`src/rtl/wg_dispatcher_if.sv`:
```
// Dispatcher-to-compute-unit handshake bundle: per-CU request/ID offer,
// accept, and work-group completion.
interface wg_dispatcher_if #(
  parameter int unsigned NUM_CU = 4,
  parameter int unsigned WG_W   = 16
);
  logic [NUM_CU-1:0]           cu_req_o;
  logic [NUM_CU-1:0]           cu_ack_i;
  logic [NUM_CU-1:0][WG_W-1:0] cu_wg_id_o;
  logic [NUM_CU-1:0]           cu_done_i;

  modport master (
    output cu_req_o,
    output cu_wg_id_o,
    input  cu_ack_i,
    input  cu_done_i
  );

  modport slave (
    input  cu_req_o,
    input  cu_wg_id_o,
    output cu_ack_i,
    output cu_done_i
  );
endinterface

```
`src/rtl/wg_dispatcher.sv`:
```
// Work-group dispatcher: hands out sequential work-group IDs to free compute
// units round-robin, one outstanding request at a time, and signals kernel done.
module wg_dispatcher #(
  parameter int unsigned NUM_CU = 4,
  parameter int unsigned WG_W   = 16
) (
  input  logic            clk_i,
  input  logic            rst_i,
  input  logic            start_i,
  input  logic [WG_W-1:0] num_wg_i,
  output logic            busy_o,
  output logic            done_o,
  wg_dispatcher_if.master cu_if
);

  localparam int unsigned PTR_W = (NUM_CU > 1) ? $clog2(NUM_CU) : 1;

  localparam logic [1:0] S_IDLE     = 2'd0;
  localparam logic [1:0] S_DISPATCH = 2'd1;
  localparam logic [1:0] S_DRAIN    = 2'd2;

  localparam logic [1:0] CU_FREE = 2'd0;
  localparam logic [1:0] CU_PEND = 2'd1;
  localparam logic [1:0] CU_RUN  = 2'd2;

  localparam logic [WG_W-1:0] ONE = {{(WG_W-1){1'b0}}, 1'b1};

  logic [1:0]                  state_q, state_d;
  logic [NUM_CU-1:0][1:0]      cu_st_q, cu_st_d;
  logic [PTR_W-1:0]            ptr_q, ptr_d;
  logic [WG_W-1:0]             num_wg_q, num_wg_d;
  logic [WG_W-1:0]             issued_q, issued_d;
  logic [WG_W-1:0]             completed_q, completed_d;
  logic [NUM_CU-1:0]           req_q, req_d;
  logic [NUM_CU-1:0][WG_W-1:0] wg_id_q, wg_id_d;
  logic                        busy_q, busy_d;
  logic                        done_q, done_d;

  logic                        sel_vld;
  logic [PTR_W-1:0]            sel_idx;
  logic [PTR_W-1:0]            cand_idx;
  int unsigned                 cand;
  logic                        issue_en;

  // First FREE CU scanning upward from the round-robin pointer, with wrap.
  always_comb begin
    sel_vld  = 1'b0;
    sel_idx  = '0;
    cand     = 0;
    cand_idx = '0;
    for (int unsigned k = 0; k < NUM_CU; k++) begin
      cand     = (int'(ptr_q) + k) % NUM_CU;
      cand_idx = PTR_W'(cand);
      if (!sel_vld && (cu_st_q[cand_idx] == CU_FREE)) begin
        sel_vld = 1'b1;
        sel_idx = cand_idx;
      end
    end
  end

  always_comb begin
    state_d     = state_q;
    cu_st_d     = cu_st_q;
    ptr_d       = ptr_q;
    num_wg_d    = num_wg_q;
    issued_d    = issued_q;
    completed_d = completed_q;
    req_d       = req_q;
    wg_id_d     = wg_id_q;
    busy_d      = busy_q;
    done_d      = 1'b0;
    issue_en    = 1'b0;

    if (done_q) busy_d = 1'b0;

    // Completions only count for RUNNING CUs; stray pulses are dropped.
    for (int unsigned i = 0; i < NUM_CU; i++) begin
      if (cu_if.cu_done_i[i] && (cu_st_q[i] == CU_RUN)) begin
        cu_st_d[i]  = CU_FREE;
        completed_d = completed_d + ONE;
      end
    end

    for (int unsigned i = 0; i < NUM_CU; i++) begin
      if (req_q[i] && cu_if.cu_ack_i[i]) begin
        req_d[i]   = 1'b0;
        cu_st_d[i] = CU_RUN;
        issued_d   = issued_q + ONE;
        ptr_d      = PTR_W'((i + 1) % NUM_CU);
      end
    end

    case (state_q)
      S_IDLE: begin
        if (start_i) begin
          num_wg_d    = num_wg_i;
          issued_d    = '0;
          completed_d = '0;
          busy_d      = 1'b1;
          if (num_wg_i == '0) begin
            done_d = 1'b1;
          end else begin
            state_d  = S_DISPATCH;
            issue_en = 1'b1;
          end
        end
      end
      S_DISPATCH: begin
        issue_en = (req_q == '0);
        if (issued_d == num_wg_q) state_d = S_DRAIN;
      end
      S_DRAIN: begin
        if (completed_d == num_wg_q) begin
          state_d = S_IDLE;
          done_d  = 1'b1;
        end
      end
      default: state_d = S_IDLE;
    endcase

    // No ack can land while issuing, so issued_d is the next ID to hand out.
    if (issue_en && sel_vld) begin
      req_d[sel_idx]   = 1'b1;
      wg_id_d[sel_idx] = issued_d;
      cu_st_d[sel_idx] = CU_PEND;
    end
  end

  always_ff @(posedge clk_i) begin
    if (rst_i) begin
      state_q     <= S_IDLE;
      cu_st_q     <= '0;
      ptr_q       <= '0;
      num_wg_q    <= '0;
      issued_q    <= '0;
      completed_q <= '0;
      req_q       <= '0;
      wg_id_q     <= '0;
      busy_q      <= 1'b0;
      done_q      <= 1'b0;
    end else begin
      state_q     <= state_d;
      cu_st_q     <= cu_st_d;
      ptr_q       <= ptr_d;
      num_wg_q    <= num_wg_d;
      issued_q    <= issued_d;
      completed_q <= completed_d;
      req_q       <= req_d;
      wg_id_q     <= wg_id_d;
      busy_q      <= busy_d;
      done_q      <= done_d;
    end
  end

  assign cu_if.cu_req_o   = req_q;
  assign cu_if.cu_wg_id_o = wg_id_q;
  assign busy_o           = busy_q;
  assign done_o           = done_q;

endmodule

```
`src/flat_wrapper.sv`:
```
// flat-port wrapper written by rule: the top's interface ports become plain ports
module wg_dispatcher_flat 
#(
  parameter int unsigned NUM_CU = 4,
  parameter int unsigned WG_W   = 16
)
  (clk_i, rst_i, start_i, num_wg_i, busy_o, done_o, cu_if_cu_req_o, cu_if_cu_wg_id_o, cu_if_cu_ack_i, cu_if_cu_done_i);
  wg_dispatcher_if #(.NUM_CU(NUM_CU), .WG_W(WG_W)) cu_if_i ();
  input  logic clk_i;
  input  logic rst_i;
  input  logic start_i;
  input  logic [WG_W-1:0] num_wg_i;
  output logic busy_o;
  output logic done_o;
  output wire logic [$bits(cu_if_i.cu_req_o)-1:0] cu_if_cu_req_o;
  output wire logic [$bits(cu_if_i.cu_wg_id_o)-1:0] cu_if_cu_wg_id_o;
  input wire logic [$bits(cu_if_i.cu_ack_i)-1:0] cu_if_cu_ack_i;
  input wire logic [$bits(cu_if_i.cu_done_i)-1:0] cu_if_cu_done_i;
  assign cu_if_cu_req_o = cu_if_i.cu_req_o;
  assign cu_if_cu_wg_id_o = cu_if_i.cu_wg_id_o;
  assign cu_if_i.cu_ack_i = cu_if_cu_ack_i;
  assign cu_if_i.cu_done_i = cu_if_cu_done_i;
  wg_dispatcher #(.NUM_CU(NUM_CU), .WG_W(WG_W)) u_core (.clk_i(clk_i), .rst_i(rst_i), .start_i(start_i), .num_wg_i(num_wg_i), .busy_o(busy_o), .done_o(done_o), .cu_if(cu_if_i));
endmodule
```
`config.mk`:
```
export PLATFORM = sky130hd
export DESIGN_NAME = wg_dispatcher_flat
export DESIGN_NICKNAME = d
export VERILOG_FILES = /design/src/rtl/wg_dispatcher_if.sv /design/src/rtl/wg_dispatcher.sv /design/src/flat_wrapper.sv
export SDC_FILE = /design/constraint.sdc
export NUM_CORES = 1
export LEC_CHECK = 0
export CORE_MARGIN = 10
export CORE_UTILIZATION = 54
export DETAILED_ROUTE_END_ITERATION = 12
export PLACE_DENSITY = 0.78
export REMOVE_ABC_BUFFERS = 1
export SLEW_MARGIN = 20
export SYNTH_ARGS = -nofsm -noshare
export SYNTH_HDL_FRONTEND = slang
export SYNTH_SLANG_ARGS = --single-unit
```
`constraint.sdc`:
```
create_clock -name clk_i -period 9.79 [get_ports clk_i]
set_input_delay 1.4685 -clock clk_i [delete_from_list [all_inputs] [get_ports clk_i]]
set_output_delay 1.4685 -clock clk_i [all_outputs]
set_load 0.1 [all_outputs]
```
==> results.md, run 1 <==
* CP Data Arrival Time at 6960 ps
* Mapped cell area at approximately 7400 sq um
* Synthesis Warnings at 0
* Synth cell types at 92
* Post-CTS Resized at 0
* Post-synthesis sequential area ratio at 35.30%
* Core region area at 13,300 sq um
* Flops & latches, synth at 130
* Finished Cell Area at 8979 sq um
* CP most frequent cell: ha_1
* Worst slew margin at 31.44%
* Vias in the first global route at 6,435
* IO buf count at 96
* Synth area leaders: dfxtp_1, xnor2_1, a21oi_1
* Fin crit share at 67.92%
* Worst vdd ir at 0.2657 mV
* Async S/R FF share, synth at 0%
* Worst setup path class: primary input to flip-flop
* Crit-path leading delay family: simple AND/OR/NAND/NOR gates
* Worst Clk Skew at 10.21 ps
* Ports at 97
* Initial antenna violation count at 2
* Top cell type's share of synthesized area at 35.30%
* Max Clock Freq at around 0.15 GHz
* Placer Congestion at 0.9062
* Syn Inst Count at between 900 and 1,000
* Post-synth EDFFs at 0
* Endpoints failing setup at 0
* Largest net degree at the start of global routing at 36
* Setup slack at placement at around 2800 ps
* Slew @ Worst Pin at roughly 1000 ps
* Worst Path Buf+Inv at 2
* Primary FF master, synth: dfxtp_1
* # Max-Cap Violations at 0
* CP endpoint kind: flip-flop
* Post-CTS setup buffers at 0
* CP required at 10,100 ps
* Net switching power at between 1 and 1.5 mW
* Die footprint at 18,730 sq um
* Die width at around 140 microns
* Die Y at 136.8 microns
* Pwr per Cell Area at between 200 and 300 nW/um^2
* Commonest cells in the netlist: dfxtp_1, nor2_1, a21oi_1
* RSZ-0062 raised after global routing: false
* Slowest cell on crit path: clkdlybuf4s50_1
* Min-delay worst type: flip-flop to flip-flop
* First-pass DRT Iterations at 5
* Num CTS Buffers at 17
* Net count, final at 1,014
* Site Rows at 42
* Fin worst setup slack at 3141 ps
* Leak at 3.224 nW
* Internal at 1.242 mW
* Total global-route track usage at 21.41%
* Final min period at 6649 ps
* Setup tns final at 0 ps
* Status: completed
* CTS root buf: clkbuf_16
* Layout cells sized above 1 at 8.141%
* Clock latency on the worst-skew pair at 420 ps
* Crit-path max FO at 13
* FILL cells at around 1,100
* Initial DRC count at around 480
* Remaining DRCs at 0
* Vias per Instance at 5.701
* TritonCTS clock tree: built
* Layout Area Growth over Synthesis at 21.79%
* Setup crit start kind: primary input
* H-tree lvl count at 4
* Maximum clock path buffer count at 2
* Critical path, cell by cell: clkdlybuf4s50_1 -> and3b_1 -> xnor2_1 -> inv_1 -> ha_1 -> o21a_1 -> ha_1 -> nand2_1 -> nand2_1 -> ha_1 -> and2_1 -> a32oi_1 -> o22ai_1 -> a21oi_1 -> xor2_1 -> xnor2_1 -> or4_1 -> nor4_1 -> o311ai_1 -> nor4_2 -> a31oi_1 -> o21bai_1
* Final wirelength at ~20,000 microns
* Count leader, synth: dfxtp_1
* CTS Sinks at 130
* First-pass GRT wire length at 32,510 microns
* Placement-stage cell area at 8387 sq um
* Post-synth top area cell: dfxtp_1
* Total power at 2.356 mW
* Post-cts hold buffer count at 0
* Reg power frac at just under 30%
* Switching portion of total power at 47.29%
* Antenna-violating nets left at 0
* Post-DR wirelength/cell at 16.97 microns
* Crit-path max cell delay at approximately 580 ps
* Mean Syn Cell Area at 8.146 sq um
* Final Max Slew Viols at 0
* Clock group share of total power at 26.4%
* Grt ovf at 0
* Initial Util at 55.45%
* Gate power share at about 45%
* Total number of vias at 6,682
* HPWL after DPL at 14,290 microns
* Clk slew on worst S/H paths at 60 ps
* Hold slack at about 450 ps
* Hold Vio Cnt, Final at 0
-- metrics by stage --
stage	util, %	instances
finish	67.53	1172
global route	67.51	1171
CTS	67.48	1171
detailed placement	63.08	1139
global placement	63.08	1139
floorplan	-	858
-- metal layers --
metal,share of wire (%),track usage [%]
met5,0,0
met3,6.9,8.065
met1,44,25.29
met2,47,35.30
met4,1.9,6.674
-- worst reg2reg max path, stage by stage, from the launching register on --
cell	delay [ps]
dfxtp_1	510
and3b_1	580
xnor2_1	280
inv_1	90
ha_1	350
o21a_1	260
ha_1	330
nand2_1	100
nand2_1	60
ha_1	200
and2_1	190
a32oi_1	230
o22ai_1	120
a21oi_1	190
xor2_1	290
xnor2_1	100
or4_1	520
nor4_1	280
o311ai_1	150
nor4_2	330
a31oi_1	120
o21bai_1	170
-- power groups by stage --
stage	Clock (mW)	Combinational [mW]	Sequential, mW
global route	0.651	1.11	0.696
global placement	0	1.03	0.691
floorplan	0	0.274	1.19
CTS	0.628	1.05	0.686
finish	0.621	1.05	0.687
detailed placement	0	1.04	0.695
-- kinds of logic (layout without fill, tap and decap cells) --
group | count (synthesis) | in the layout | synth area share, %
flip-flops | 130 | 130 | 35.30
AND/OR/NAND/NOR | 386 | 386 | 27.16
adder cells (fa/ha/maj) | 5 | 5 | 0.8486
buffers and inverters | 78 | 168 | 4.752
multiplexers | 8 | 8 | 1.375
AO/OA/AOI/OAI | 189 | 189 | 16.26
other | 0 | 1 | 0
XOR/XNOR | 109 | 109 | 14.31
-- state kept, by name, indices dropped and copies added, names as in the netlist --
name	count
u_core.busy_o	1
u_core.completed_q	16
u_core.cu_if.cu_req_o	4
u_core.cu_if.cu_wg_id_o	64
u_core.cu_st_q	8
u_core.done_o	1
u_core.issued_q	16
u_core.num_wg_q	16
u_core.ptr_q	2
u_core.state_q	2
-- final timing paths --
path	depth (start not counted)	slack, ps	to	startpoint
max reg2reg	21	4250	u_core.state_q[1]$_SDFFE_PP0P_	u_core.cu_st_q[1]$_SDFF_PP0_
max	22	3140	u_core.state_q[1]$_SDFFE_PP0P_	cu_if_cu_done_i[0]
min reg2reg	2	450	u_core.cu_if.cu_wg_id_o[62]$_SDFFE_PP0P_	u_core.cu_if.cu_wg_id_o[62]$_SDFFE_PP0P_
min	2	450	u_core.cu_if.cu_wg_id_o[62]$_SDFFE_PP0P_	u_core.cu_if.cu_wg_id_o[62]$_SDFFE_PP0P_
-- layout make-up --
type,instances,area [sq um],share of cell area (%)
Sequential cell,130,2603,28.99
Tap cell,176,220.2,2.453
Multi-Input combinational cell,697,4424,49.28
Timing Repair Buffer,105,1028,11.45
Inverter,31,116.4,1.296
Clock inverter,14,145.1,1.616
Clock buffer,18,439.2,4.891
Antenna cell,1,2.502,0.02787
-- layout by cell type, fill, tap and decap left out, types with 10 or more instances in the layout --
cell	count
dfxtp_1	130
nor2_1	119
clkdlybuf4s50_1	96
a21oi_1	93
nand2_1	82
xnor2_1	60
nand3_1	42
xor2_1	40
inv_1	31
o21ai_0	26
nor3_1	20
clkbuf_16	17
nand4_1	16
and3_1	15
nor4_1	13
and2_1	10
Power figures use the tool's default switching activity.
==> run 2, diff against run 1 <==
- clock period: 9.79 -> 6.93 ns (I/O delays scaled with it)
==> run 2 against run 1 <==
Register-to-register slack lost 2500 ps. Clock-buffer cell count grew 2. Critical endpoint unchanged. Cell count is essentially flat. Core utilization grew 0.21 points. Critical path type unchanged. Sequential cell count is the same. First-iteration DRC count shrank 33%. Clock skew is essentially flat.
==> results.md, run 2 (synthesized netlist as in run 1, its figures left out) <==
* FILL cells at 1,088 (+0.93%)
* Most common cell after layout, fill and taps aside: dfxtp_1
* Final wirelength at 19,390 microns (-2.5%)
* CP required at 7240 ps (-2860 ps)
* Layout Utilization at 67.74% (+0.21 points)
* Post-CTS Resized at 0 (unchanged)
* Hold path depth at 2 (unchanged)
* Antenna-violating nets left at 0 (unchanged)
* Final min period at 5822 ps
* HPWL after DPL at 14,190 microns (-0.69%)
* Largest net degree at the start of global routing at 36 (unchanged)
* Reg-to-reg slack, setup at 1800 ps (-2450 ps)
* Setup tns final at 0 ps (unchanged)
* CP endpoint kind: flip-flop
* Final Max Slew Viols at 0 (unchanged)
* FF-to-FF path depth at 21 (unchanged)
* Max FFs per register at 64 (unchanged)
* Reg2Reg Capture Point: u_core.state_q[1]$_SDFFE_PP0P_
* Post-cts hold buffer count at 0 (unchanged)
* Die width at 136.8 microns (unchanged)
* First-pass DRT Iterations at 5 (unchanged)
* Net count, final at 1,014 (unchanged)
* Critical path, cell by cell: clkdlybuf4s50_1 -> and3b_1 -> xnor2_1 -> inv_1 -> ha_1 -> o21a_1 -> ha_1 -> nand2_1 -> nand2_1 -> ha_1 -> and2_1 -> a32oi_1 -> o22ai_1 -> a21oi_1 -> xor2_1 -> xnor2_1 -> or4_1 -> nor4_1 -> o311ai_1 -> nor4_2 -> a31oi_1 -> o21bai_1
* Initial Util at 55.45% (unchanged)
* Setup crit end: u_core.state_q[1]$_SDFFE_PP0P_
* Min-delay worst type: flip-flop to flip-flop
* CTS Sinks at 130 (unchanged)
* Layout Area Growth over Synthesis at 22.17%
* Clock latency on the worst-skew pair at 420 ps (about the same)
* Total number of vias at 6,656 (-0.39%)
* Vias in the first global route at 6,289 (-2.3%)
* Num CTS Buffers at 17 (unchanged)
* Initial antenna violation count at 2 (unchanged)
* Fin crit share at a little over four fifths
* First-pass GRT wire length at 31,380 microns (-3.5%)
* Remaining DRCs at 0 (unchanged)
* Vias per Instance at 5.684 (-0.30%)
* Die Y at 136.8 microns (unchanged)
* Clk slew on worst S/H paths at 60 ps (about the same)
* # Max-Cap Violations at 0 (unchanged)
* Crit-path max cell delay at 520 ps (-60 ps)
* Slew @ Worst Pin at 1037 ps (+11.69 ps)
* CP Data Arrival Time at 6130 ps (-830 ps)
* Site Rows at 42 (unchanged)
* Worst setup path class: primary input to flip-flop
* CP most frequent cell: ha_1
* Pwr per Cell Area at 374.1 nW/um^2 (+43%)
* Leak at 3.236 nW (+0.37%)
* Worst slew margin at 30.66% (-0.78 points)
* RSZ-0062 raised after global routing: false
* TritonCTS clock tree: built
* Worst flop-to-flop path startpoint: u_core.cu_st_q[0]$_SDFF_PP0_
* Layout cells sized above 1 at 8.048% (-0.092 points)
* Crit-path max FO at 5 (-8)
* IO buf count at 96 (unchanged)
* Max Clock Freq at around 0.17 GHz
* Ports at 97 (unchanged)
* Worst Clk Skew at 9.918 ps (-0.2874 ps)
* Maximum clock path buffer count at 2 (unchanged)
* Placer Congestion at 0.9263 (+2.2%)
* Hold Vio Cnt, Final at 0 (unchanged)
* Setup crit start kind: primary input
* Status: completed
* Slowest cell on crit path: clkdlybuf4s50_1
* Worst vdd ir at 0.3809 mV (+43%)
* CP startpoint: cu_if_cu_done_i[0]
* Total global-route track usage at 20.76% (-0.65 points)
* Leading cell types in the layout, fill and taps excluded: dfxtp_1, nor2_1, clkdlybuf4s50_1
* Post-DR wirelength/cell at 16.56 microns (-2.4%)
* Initial DRC count at 320 (-33%)
* H-tree lvl count at 4 (unchanged)
* Post-CTS setup buffers at 0 (unchanged)
* CTS root buf: clkbuf_16
* Die footprint at 18,730 sq um (unchanged)
* Grt ovf at 0 (unchanged)
* Core region area at 13,300 sq um (unchanged)
* Endpoints failing setup at 0 (unchanged)
run 2: critical path, delay by kind of cell:
| kind | cells | cell delay [ps] |
|---|---|---|
| AOI/OAI and AO/OA | 7 | 1230 |
| xor gates and xnor gates | 3 | 650 |
| adders and majority gates | 3 | 850 |
| buffers and inverters | 2 | 610 |
| and+or+nand+nor | 7 | 1730 |
run 2: power by group:
group,internal [mW],leakage [nW],switching [mW]
clock network,0.585,0.289,0.338
logic,0.363,1.89,1.11
registers,0.878,1.06,0.0916
run 2: per-layer routing:
metal  global-route usage, %  routed length [microns]
met1                   24.44                     8193
met2                   34.15                     9239
met3                   7.955                     1611
met4                   6.674                      350
met5                       0                        0
run 2: area by class of cell:
cell class / instances / area (sq um) / share of cell area (%)
multi-input cells: 697 / 4427 / 49.15
flip-flops and latches: 130 / 2603 / 28.90
repair buffers: 105 / 1028 / 11.42
clock buffers: 20 / 456.7 / 5.071
well taps: 176 / 220.2 / 2.445
clock inverters: 11 / 152.6 / 1.695
inverters: 31 / 116.4 / 1.292
diodes: 1 / 2.502 / 0.02779
run 2: worst min path at each step:
stage	startpoint	endpoint	slack (ps)
2_1_floorplan	u_core.state_q[1]$_SDFFE_PP0P_	u_core.state_q[0]$_SDFFE_PP0P_	440
3_3_place_gp	u_core.cu_if.cu_wg_id_o[62]$_SDFFE_PP0P_	u_core.cu_if.cu_wg_id_o[62]$_SDFFE_PP0P_	440
3_5_place_dp	u_core.cu_if.cu_wg_id_o[62]$_SDFFE_PP0P_	u_core.cu_if.cu_wg_id_o[62]$_SDFFE_PP0P_	440
4_1_cts	u_core.cu_if.cu_wg_id_o[62]$_SDFFE_PP0P_	u_core.cu_if.cu_wg_id_o[62]$_SDFFE_PP0P_	450
5_1_grt	u_core.cu_if.cu_wg_id_o[62]$_SDFFE_PP0P_	u_core.cu_if.cu_wg_id_o[62]$_SDFFE_PP0P_	470
6_report	u_core.cu_if.cu_wg_id_o[62]$_SDFFE_PP0P_	u_core.cu_if.cu_wg_id_o[62]$_SDFFE_PP0P_	450
run 2: per-stage QoR:
| step | hold slack (ps) | std cells | power [mW] | setup slack (ps) | area, sq um |
|---|---|---|---|---|---|
| CTS | 447.5 | 1170 | 3.381 | 1124 | 9004 |
| global placement | 436.7 | 1139 | 2.435 | 896.2 | 8387 |
| floorplan | 442.2 | 858 | 2.075 | 1490 | 7138 |
| detailed placement | 438.2 | 1139 | 2.453 | 743.7 | 8394 |
| global route | 468.5 | 1170 | 3.514 | 741.6 | 9004 |
| finish | 446.3 | 1171 | 3.369 | 1108 | 9006 |
==> run 3, diff against run 2 <==
- clock period: 6.93 -> 5.8 ns (I/O delays scaled with it)
==> run 3 against run 2 <==
Cell area increased by 0.85%. Clock skew increased by 0.65 ps. Hold slack got worse by 0.74 ps. Clock-buffer cell count increased by 4. Critical path depth unchanged. Sequential share of layout area decreased by 0.24 points. Non-clock buffer count increased by 10. Power increased by 20%. Sequential power increased by 20%. Global-route usage increased by 0.65 points. Via count increased by 1.5%. Critical path type unchanged. Critical endpoint unchanged. Largest cell class unchanged.
==> results.md, run 3 (synthesized netlist as in run 1, its figures left out) <==
* Final wirelength at 20,050 microns (+3.4%)
* Slowest cell on crit path: or4_1
* HPWL after DPL at 14,590 microns (+2.8%)
* Status: completed
* Layout Area Growth over Synthesis at 23.20%
* Initial antenna violation count at 1 (-1)
* Total number of vias at 6,755 (+1.5%)
* Worst Hold Endpoint: u_core.cu_if.cu_wg_id_o[62]$_SDFFE_PP0P_
* Final Max Slew Viols at 0 (unchanged)
* Die width at 136.8 microns (unchanged)
* Num CTS Buffers at 17 (unchanged)
* Fin crit share at ~93%
* Placer Congestion at 0.9584 (+3.5%)
* Pwr per Cell Area at 444.7 nW/um^2 (+19%)
* Setup tns final at 0 ps (unchanged)
* Leak at 3.294 nW (+1.8%)
* Fin worst setup slack at 418.1 ps (-689.5 ps)
* CP most frequent cell: ha_1
* Min-delay worst type: flip-flop to flip-flop
* FF-to-FF path depth at 21 (unchanged)
* Post-CTS Resized at 0 (unchanged)
* Largest net degree at the start of global routing at 36 (unchanged)
* Leading cell types in the layout, fill and taps excluded: dfxtp_1, nor2_1, clkdlybuf4s50_1
* Critical path, cell by cell: clkdlybuf4s50_1 -> and3b_1 -> xnor2_1 -> inv_1 -> ha_1 -> o21a_1 -> ha_1 -> nand2_1 -> nand2_1 -> ha_1 -> and2_1 -> a32oi_1 -> o22ai_1 -> a21oi_1 -> xor2_1 -> xnor2_1 -> or4_1 -> nor4_1 -> o311ai_1 -> nor4_2 -> a31oi_1 -> o21bai_1
* Hold_sp: u_core.cu_if.cu_wg_id_o[62]$_SDFFE_PP0P_
* Vias per Instance at 5.710 (+0.46%)
* Max Clock Freq at 0.1858 GHz
* Worst Clk Skew at 10.56 ps (+0.6465 ps)
* Initial Util at 55.45% (unchanged)
* CP Data Arrival Time at 5680 ps (-450 ps)
* Post-CTS setup buffers at 0 (unchanged)
* FILL cells at 1,110 (+2.0%)
* Finished Cell Area at 9082 sq um (+0.85%)
* Hold path depth at 2 (unchanged)
* Grt ovf at 0 (unchanged)
* Clk slew on worst S/H paths at 60 ps (about the same)
* Remaining DRCs at 0 (unchanged)
* Setup crit start kind: primary input
* CTS Sinks at 130 (unchanged)
* Net count, final at 1,024 (+0.99%)
* # Max-Cap Violations at 0 (unchanged)
* Layout Utilization at 68.31% (+0.57 points)
* TritonCTS clock tree: built
* Worst flop-to-flop path startpoint: u_core.completed_q[0]$_SDFF_PP0_
* Layout Cells excl Fill at 1,183 (+1.0%)
* Clock latency on the worst-skew pair at 420 ps (about the same)
* Crit-path leading delay family: simple AND/OR/NAND/NOR gates
* RSZ-0062 raised after global routing: false
* Crit-path max FO at 5 (unchanged)
* Worst vdd ir at 0.4822 mV (+27%)
* Site Rows at 42 (unchanged)
* Max FFs per register at 64 (unchanged)
* First-pass DRT Iterations at 5 (unchanged)
* Worst setup path class: primary input to flip-flop
* H-tree lvl count at 4 (unchanged)
* Total power at 4.039 mW (+20%)
* Initial DRC count at 392 (+23%)
* Core region area at 13,300 sq um (unchanged)
* First-pass GRT wire length at 32,570 microns (+3.8%)
* Hold Vio Cnt, Final at 0 (unchanged)
* CTS root buf: clkbuf_16
* Endpoints failing setup at 0 (unchanged)
* Placed Instances at 1,148 (+0.79%)
* Worst Path Buf+Inv at 2 (unchanged)
* Ports at 97 (unchanged)
* Reg2Reg Capture Point: u_core.state_q[1]$_SDFFE_PP0P_
* Hold slack at 445.5 ps (-0.7430 ps)
* Area occupied by multi-input gates at 4427 sq um (unchanged)
* Final min period at 5382 ps
* Post-DR wirelength/cell at 16.95 microns (+2.3%)
* Die footprint at 18,730 sq um (unchanged)
* Setup slack at placement at 37.95 ps (-705.8 ps)
* Reg-to-reg slack, setup at 720 ps (-1080 ps)
* Crit-path max cell delay at 510 ps (about the same)
* Post-cts hold buffer count at 0 (unchanged)
* Slew @ Worst Pin at 1031 ps (-5.661 ps)
* Layout cells sized above 1 at 8.756% (+0.71 points)
* Vias in the first global route at 6,704 (+6.6%)
* IO buf count at 96 (unchanged)
* CP required at 6100 ps (-1140 ps)
* Antenna-violating nets left at 0 (unchanged)
* Worst slew margin at 31.04% (+0.38 points)
* Most common cell after layout, fill and taps aside: dfxtp_1
* Die Y at 136.8 microns (unchanged)
* Placement-stage cell area at 8454 sq um (+0.72%)
* Register area at 2603 sq um (unchanged)
* Maximum clock path buffer count at 2 (unchanged)
* CP endpoint kind: flip-flop
* Total global-route track usage at 21.41% (+0.65 points)
-- run 3: cell count changes in the layout (fill, tap and decap cells not counted), sizes merged --
cell / before / now
inv: 33 / 31
clkbuf: 20 / 24
clkinv: 3 / 5
buf: 9 / 19
diode: 1 / 2
clkinvlp: 3 / 0
-- run 3: tightest hold or removal path, cell delays in order (launching register included) --
cell and delay (ps):
dfxtp_1 310, inv_1 50, a21oi_1 50
-- run 3: worst max-delay path by stage --
stage | start | end | slack [ps] | cells after the start
2_1_floorplan | cu_if_cu_done_i[0] | u_core.state_q[1]$_SDFFE_PP0P_ | 530 | 21
3_3_place_gp | cu_if_cu_done_i[0] | u_core.state_q[1]$_SDFFE_PP0P_ | 190 | 22
3_5_place_dp | cu_if_cu_done_i[0] | u_core.state_q[1]$_SDFFE_PP0P_ | 40 | 22
4_1_cts | cu_if_cu_done_i[0] | u_core.state_q[1]$_SDFFE_PP0P_ | 310 | 22
5_1_grt | cu_if_cu_done_i[0] | u_core.state_q[1]$_SDFFE_PP0P_ | 100 | 22
6_report | cu_if_cu_done_i[0] | u_core.state_q[1]$_SDFFE_PP0P_ | 420 | 22
-- run 3: final cells by class --
class                   instances  share of cell area (%)
flip-flops and latches        130                   28.65
well taps                     176                   2.425
clock buffers                  24                   5.304
clock inverters                 8                   1.391
multi-input cells             697                   48.74
diodes                          2                 0.05510
inverters                      31                   1.281
repair buffers                115                   12.15
-- run 3: routing by layer --
layer,GRT usage (%),part of all wire (%)
met3,8.101,8.0
met4,9.602,2.5
met5,0,0
met1,24.56,42
met2,34.82,47
-- run 3: where the power goes --
| part | switching, mW | internal, mW | leakage (nW) |
|---|---|---|---|
| logic | 1.34 | 0.439 | 1.94 |
| registers | 0.113 | 1.05 | 1.06 |
| clock network | 0.385 | 0.711 | 0.298 |
| total | 1.84 | 2.20 | 3.29 |
